--- config.mk ---
export PLATFORM = sky130hd
export DESIGN_NAME = lab2_datapath_flat
export DESIGN_NICKNAME = d
export VERILOG_FILES = /design/src/rtl/lab2_datapath_if.sv /design/src/rtl/lab2_datapath.sv /design/src/flat_wrapper.sv
export SDC_FILE = /design/constraint.sdc
export NUM_CORES = 1
export LEC_CHECK = 0
export ABC_AREA = 1
export CORE_ASPECT_RATIO = 0.8
export CORE_MARGIN = 5
export CORE_UTILIZATION = 50
export CTS_CLUSTER_SIZE = 24
export DETAILED_ROUTE_END_ITERATION = 6
export PLACE_DENSITY = 0.8
export SLEW_MARGIN = 30
export SYNTH_ARGS = -nofsm -noshare
export SYNTH_HDL_FRONTEND = slang
export SYNTH_SLANG_ARGS = --single-unit
--- constraint.sdc ---
create_clock -name clk -period 2.55 [get_ports clk]
set_clock_uncertainty 0.15 [all_clocks]
set_input_delay 0.255 -clock clk [delete_from_list [all_inputs] [get_ports clk]]
set_output_delay 0.255 -clock clk [all_outputs]
set_load 0.01 [all_outputs]
--- src/rtl/lab2_datapath_if.sv ---
// ---------------------------------------------------------------------------
// lab2_datapath_if : controller <-> datapath control/data bundle
// Rev 1.0
// ---------------------------------------------------------------------------
`default_nettype none

interface lab2_datapath_if #(
  parameter int W = 4
);
  logic         R0en;
  logic         R1en;
  logic [1:0]   R0muxsel;
  logic [1:0]   R1muxsel;
  logic [1:0]   Aluasel;
  logic         Alubsel;
  logic [2:0]   Aluop;
  logic         Accpl;
  logic         Qpl;
  logic         Qmuxsel;
  logic         Emuxsel;
  logic [W-1:0] Datain;
  logic [W-1:0] R0out;
  logic [W-1:0] R1out;
  logic [W-1:0] Accout;
  logic [W-1:0] Qout;
  logic         Q0;
  logic [1:0]   Errorout;

  modport master (
    output R0en, R1en, R0muxsel, R1muxsel, Aluasel, Alubsel, Aluop,
           Accpl, Qpl, Qmuxsel, Emuxsel, Datain,
    input  R0out, R1out, Accout, Qout, Q0, Errorout
  );

  modport slave (
    input  R0en, R1en, R0muxsel, R1muxsel, Aluasel, Alubsel, Aluop,
           Accpl, Qpl, Qmuxsel, Emuxsel, Datain,
    output R0out, R1out, Accout, Qout, Q0, Errorout
  );
endinterface

`default_nettype wire

--- src/rtl/lab2_datapath.sv ---
// ---------------------------------------------------------------------------
// lab2_datapath : W-bit calculator datapath (R0, R1, Booth Acc/Q/E, shared ALU)
// Rev 1.0
// ---------------------------------------------------------------------------
`default_nettype none

module lab2_datapath #(
  parameter int W = 4
) (
  input  wire logic        clk,
  input  wire logic        R0rst,
  input  wire logic        R1rst,
  input  wire logic        Accrst,
  input  wire logic        Qrst,
  input  wire logic        Erst,
  lab2_datapath_if.slave   bus
);

  logic [W-1:0] r_r0;
  logic [W-1:0] r_r1;
  logic [W-1:0] r_acc;
  logic [W-1:0] r_q;
  logic [1:0]   r_e;

  logic [W-1:0] w_alu_a;
  logic [W-1:0] w_alu_b;
  logic [W-1:0] w_alu_res;
  logic         w_ovf;
  logic         w_shift;

  always_comb begin
    case (bus.Aluasel)
      2'b00:   w_alu_a = r_r0;
      2'b01:   w_alu_a = r_r1;
      2'b10:   w_alu_a = r_acc;
      default: w_alu_a = '0;
    endcase
    w_alu_b = bus.Alubsel ? r_r1 : r_r0;
  end

  // Carry-out is dropped; signed overflow only meaningful for add/sub.
  always_comb begin
    w_alu_res = w_alu_a;
    w_ovf     = 1'b0;
    case (bus.Aluop)
      3'b000: begin
        w_alu_res = w_alu_a + w_alu_b;
        w_ovf     = (w_alu_a[W-1] == w_alu_b[W-1]) && (w_alu_res[W-1] != w_alu_a[W-1]);
      end
      3'b001: begin
        w_alu_res = w_alu_a - w_alu_b;
        w_ovf     = (w_alu_a[W-1] != w_alu_b[W-1]) && (w_alu_res[W-1] != w_alu_a[W-1]);
      end
      3'b010:  w_alu_res = w_alu_a;
      3'b011:  w_alu_res = w_alu_a & w_alu_b;
      3'b100:  w_alu_res = w_alu_a | w_alu_b;
      3'b101:  w_alu_res = w_alu_a ^ w_alu_b;
      3'b110:  w_alu_res = ~w_alu_a;
      default: w_alu_res = {w_alu_a[W-1], w_alu_a[W-1:1]};
    endcase
  end

  // Any parallel load on Acc or Q wins over the Booth shift.
  assign w_shift = ~bus.Emuxsel & ~bus.Accpl & ~bus.Qpl;

  always_ff @(posedge clk or posedge R0rst) begin
    if (R0rst) begin
      r_r0 <= '0;
    end else if (bus.R0en) begin
      case (bus.R0muxsel)
        2'b00:   r_r0 <= w_alu_res;
        2'b01:   r_r0 <= bus.Datain;
        2'b10:   r_r0 <= r_acc;
        default: r_r0 <= r_r0;
      endcase
    end
  end

  always_ff @(posedge clk or posedge R1rst) begin
    if (R1rst) begin
      r_r1 <= '0;
    end else if (bus.R1en) begin
      case (bus.R1muxsel)
        2'b00:   r_r1 <= w_alu_res;
        2'b01:   r_r1 <= bus.Datain;
        2'b10:   r_r1 <= r_q;
        default: r_r1 <= r_r1;
      endcase
    end
  end

  always_ff @(posedge clk or posedge Accrst) begin
    if (Accrst) begin
      r_acc <= '0;
    end else if (bus.Accpl) begin
      r_acc <= w_alu_res;
    end else if (w_shift) begin
      r_acc <= {r_acc[W-1], r_acc[W-1:1]};
    end
  end

  always_ff @(posedge clk or posedge Qrst) begin
    if (Qrst) begin
      r_q <= '0;
    end else if (bus.Qpl) begin
      if (!bus.Qmuxsel) begin
        r_q <= r_r0;
      end
    end else if (w_shift) begin
      r_q <= {r_acc[0], r_q[W-1:1]};
    end
  end

  // E[1] is the Booth Q-1 bit; E[0] is a sticky overflow flag for ALU writes into R0.
  always_ff @(posedge clk or posedge Erst) begin
    if (Erst) begin
      r_e <= 2'b00;
    end else begin
      if (w_shift) begin
        r_e[1] <= r_q[0];
      end
      if (bus.R0en && (bus.R0muxsel == 2'b00) && w_ovf) begin
        r_e[0] <= 1'b1;
      end
    end
  end

  assign bus.R0out    = r_r0;
  assign bus.R1out    = r_r1;
  assign bus.Accout   = r_acc;
  assign bus.Qout     = r_q;
  assign bus.Q0       = r_q[0];
  assign bus.Errorout = r_e;

endmodule

`default_nettype wire

--- src/flat_wrapper.sv ---
// flat-port wrapper written by rule: the top's interface ports become plain ports
module lab2_datapath_flat 
#(
  parameter int W = 4
)
  (clk, R0rst, R1rst, Accrst, Qrst, Erst, bus_R0en, bus_R1en, bus_R0muxsel, bus_R1muxsel, bus_Aluasel, bus_Alubsel, bus_Aluop, bus_Accpl, bus_Qpl, bus_Qmuxsel, bus_Emuxsel, bus_Datain, bus_R0out, bus_R1out, bus_Accout, bus_Qout, bus_Q0, bus_Errorout);
  lab2_datapath_if #(.W(W)) bus_i ();
  input  wire logic clk;
  input  wire logic R0rst;
  input  wire logic R1rst;
  input  wire logic Accrst;
  input  wire logic Qrst;
  input  wire logic Erst;
  input wire logic [$bits(bus_i.R0en)-1:0] bus_R0en;
  input wire logic [$bits(bus_i.R1en)-1:0] bus_R1en;
  input wire logic [$bits(bus_i.R0muxsel)-1:0] bus_R0muxsel;
  input wire logic [$bits(bus_i.R1muxsel)-1:0] bus_R1muxsel;
  input wire logic [$bits(bus_i.Aluasel)-1:0] bus_Aluasel;
  input wire logic [$bits(bus_i.Alubsel)-1:0] bus_Alubsel;
  input wire logic [$bits(bus_i.Aluop)-1:0] bus_Aluop;
  input wire logic [$bits(bus_i.Accpl)-1:0] bus_Accpl;
  input wire logic [$bits(bus_i.Qpl)-1:0] bus_Qpl;
  input wire logic [$bits(bus_i.Qmuxsel)-1:0] bus_Qmuxsel;
  input wire logic [$bits(bus_i.Emuxsel)-1:0] bus_Emuxsel;
  input wire logic [$bits(bus_i.Datain)-1:0] bus_Datain;
  output wire logic [$bits(bus_i.R0out)-1:0] bus_R0out;
  output wire logic [$bits(bus_i.R1out)-1:0] bus_R1out;
  output wire logic [$bits(bus_i.Accout)-1:0] bus_Accout;
  output wire logic [$bits(bus_i.Qout)-1:0] bus_Qout;
  output wire logic [$bits(bus_i.Q0)-1:0] bus_Q0;
  output wire logic [$bits(bus_i.Errorout)-1:0] bus_Errorout;
  assign bus_i.R0en = bus_R0en;
  assign bus_i.R1en = bus_R1en;
  assign bus_i.R0muxsel = bus_R0muxsel;
  assign bus_i.R1muxsel = bus_R1muxsel;
  assign bus_i.Aluasel = bus_Aluasel;
  assign bus_i.Alubsel = bus_Alubsel;
  assign bus_i.Aluop = bus_Aluop;
  assign bus_i.Accpl = bus_Accpl;
  assign bus_i.Qpl = bus_Qpl;
  assign bus_i.Qmuxsel = bus_Qmuxsel;
  assign bus_i.Emuxsel = bus_Emuxsel;
  assign bus_i.Datain = bus_Datain;
  assign bus_R0out = bus_i.R0out;
  assign bus_R1out = bus_i.R1out;
  assign bus_Accout = bus_i.Accout;
  assign bus_Qout = bus_i.Qout;
  assign bus_Q0 = bus_i.Q0;
  assign bus_Errorout = bus_i.Errorout;
  lab2_datapath #(.W(W)) u_core (.clk(clk), .R0rst(R0rst), .R1rst(R1rst), .Accrst(Accrst), .Qrst(Qrst), .Erst(Erst), .bus(bus_i));
endmodule
==> impl_metrics.toml <==
[status]
status = "completed"

[synth]
synth_top_family_by_area = "simple AND/OR/NAND/NOR gates"
synth_area_per_cell_um2 = 6.68
synth_warnings = 0
synth_edf_count = 0
synth-async-reset-ratio = 1.00
synth_ff_type = "dfrtp_1"
ys_ff_latch = 18
yosysMostFrequentCell = "nand2_1"
synth-compound-area-share = 0.142
synth_top_area_cell = "dfrtp_1"
yosys.area_share.simple = 0.330
muxShareOfSynthArea = 0
synthTopCellsByArea = "dfrtp_1 24%, nand2_1 14%, ha_1 12%"
ys_seq_area_frac = 0.241
syn_inst = 280
synth_top_area_frac = 0.241
yosys.area_share.adder = 0.142
syn_area_um2 = 1870
syn_nets = 326
synth_xor_area_frac = 0.00936
synth_common_cells = "71 x nand2_1, 60 x inv_1, 25 x nand3_1"
yosysUniqueCellTypes = 29

[detailed_routing]
postRouteWirelength_um = 5360
wl_per_cell_um = 13.7
vias = 2042
drc = 0
via_per_inst = 5.22
dr.pass1.iters = 5
drtIter0Drc = 137
ant_nets = 0

[global_route]
grt_max_degree = 11
grt_usage = 0.219
antenna_found_initial = 0
grt_pass1_vias = 1846
grt_first_pass_wirelength_um = 8780
grt_overflow = 0

[power]
pwr-share-comb = 0.562
p_int_mw = 0.902
powerDensity_nw_per_um2 = 577
irDropWorstVdd_uv = 331
sw_frac_of_total = 0.402
p_sw_mw = 0.606
pwr-share-clk = 0.155
power_frac_seq = 0.283
power.leakage_nw = 1.43

[critical_path]
critical_path_arrival_ns = 2.40
r2r-end = "u_core.bus.R0out[2]"
cp-start-kind = "flip-flop"
r2r_slack_ns = 0.14
crit_path_max_fanout = 4
ff2ff_path_depth = 11
crit_path_end_kind = "flip-flop"
timing.rr.start = "u_core.bus.R0out[0]"
required_ns = 2.55
crit_type = "reg -> reg"

[final_layout]
layout.cells.non_filler = 391
area_growth_pct = 39.7
fin_nets = 396
diodes = 0
drive_gt1_frac = 0.158

[sta]
worstMarginPinSlew_ns = 0.700
hold-worst-slack_ns = 0.0239
setup_violations = 0
worst_slew_margin_rel = 0.530
period_share = 0.944
timing.final.crit_period_ns = 2.41
slew_viol_final = 0
final-hold-violation-count = 0
max_freq_mhz = 415

[clock_tree]
numCtsBuffers = 3
cts_buffer_depth = 2
clk_pin_slew_worst_paths_ns = 0.07
insertion_delay_ns = 0.26
cts_root_buffer = "clkbuf_8"
cts_tree = "done"
htree_levels = 1
cts_sinks = 18

[floorplanning]
fp-row-count = 19
start_util = 0.532
fp.dieH_um = 64.7
dieArea_um2 = 5070
coreArea_um2 = 3520
fp.dieW_um = 78.4
io_pins = 45

[min_path]
hp-class = "in -> async"

[placement]
placed_cells = 385
dp_hpwl_um = 4530
gp_congestion = 0.970
place.port_buffers = 44

[run]
maxCapViolCount = 0
## final cells by class
cell class	instances	area, µm²
Sequential cell	18	453
Timing Repair Buffer	67	616
Tap cell	42	52.6
Clock buffer	4	55.1
Inverter	64	243
Multi-Input combinational cell	196	1200
Fill cell	284	903
## routing by layer
| layer | routed length (µm) | GRT usage | up-vias |
|---|---|---|---|
| li1 | - | - | 1026 |
| met1 | 2590 | 0.328 | 922 |
| met2 | 2290 | 0.332 | 86 |
| met3 | 437 | 0.0416 | 8 |
| met4 | 52 | 0.0393 | 0 |
| met5 | 0 | 0 | - |
## power groups by stage
stage / combinational, mW / sequential (mW) / clock [mW]
2_1_floorplan: 0.413 / 0.432 / 0
3_3_place_gp: 0.799 / 0.428 / 0
3_5_place_dp: 0.810 / 0.427 / 0
4_1_cts: 0.822 / 0.422 / 0.241
5_1_grt: 0.940 / 0.436 / 0.247
6_report: 0.847 / 0.427 / 0.234
## state kept, by name, indices dropped and copies added (netlist names)
| register | cells |
|---|---|
| u_core.bus.R1out | 4 |
| u_core.bus.Qout | 4 |
| u_core.bus.Errorout | 2 |
| u_core.bus.R0out | 4 |
| u_core.bus.Accout | 4 |
## critical path, cell delays in order, from the launching register on
cell      delay (ns)
dfrtp_1         0.43
nand2_1         0.10
nand3_2         0.10
ha_1            0.24
fa_1            0.38
or2_2           0.30
nand3_1         0.09
nand3_1         0.08
nor2_2          0.12
nand3_2         0.10
o21bai_1        0.15
nand2_1         0.06
## cells by family (layout without fill, tap and decap cells)
logic type | count (synthesis) | count (layout)
AND/OR/NAND/NOR | 130 | 130
buffers and inverters | 66 | 135
AO/OA/AOI/OAI | 44 | 44
adder cells (fa/ha/maj) | 20 | 20
flip-flops | 18 | 18
XOR/XNOR | 2 | 2
## how the worst max path moves through the flow
| stage | from | end | slack (ns) | depth (start not counted) |
|---|---|---|---|---|
| after floorplan | u_core.bus.Accout[0] | u_core.bus.R0out[2] | 0.28 | 11 |
| after global placement | bus_Aluasel[0] | u_core.bus.R0out[2] | -0.25 | 13 |
| after detailed placement | bus_Aluasel[0] | u_core.bus.R0out[2] | -0.32 | 13 |
| after CTS | bus_Alubsel | u_core.bus.R0out[2] | 0.04 | 11 |
| after global routing | u_core.bus.R1out[1] | u_core.bus.R1out[3] | -0.005 | 14 |
| final | u_core.bus.R0out[0] | u_core.bus.R0out[2] | 0.14 | 11 |
## repair_timing
item                                    CTS  global route
setup buffers                             0             1
pin swaps                                 0             1
endpoints found under the setup margin    6             9
hold buffers                              1             0
hold endpoints to repair                  2             0
gates resized for setup                   3            11
## placed cells by master, fill, tap and decap left out, types with 2 or more instances in the layout
cell / Yosys / routed
dlygate4sd2_1: 0 / 2
nand2_1: 71 / 71
nand3_1: 25 / 24
o211ai_1: 4 / 4
o22ai_1: 11 / 11
clkdlybuf4s50_1: 0 / 41
inv_1: 60 / 59
xor2_1: 2 / 2
dfrtp_2: 0 / 2
fa_1: 2 / 2
ha_1: 18 / 17
o21bai_1: 5 / 5
o21ai_1: 2 / 5
nand3_4: 1 / 2
clkbuf_8: 0 / 4
dfrtp_1: 18 / 16
inv_2: 3 / 4
o21ai_0: 18 / 15
nand2_2: 4 / 4
nor3_1: 2 / 2
nor2_1: 10 / 10
a21o_1: 2 / 2
nand3_2: 7 / 7
nor2_2: 5 / 4
buf_4: 1 / 22
nand4_1: 2 / 2
## metrics by stage
stage	power [mW]	setup TNS (ns)	utilization	worst slack (ns)	area (µm²)
floorplan	0.845	0	-	0.275	1870
global placement	1.23	-2.17	0.713	-0.248	2510
detailed placement	1.24	-2.67	0.713	-0.322	2510
CTS	1.48	0	0.733	0.0383	2580
global route	1.62	-0.00468	0.743	-0.00468	2620
finish	1.51	0	0.743	0.142	2620
No activity file was read; power rests on OpenSTA's default activity.
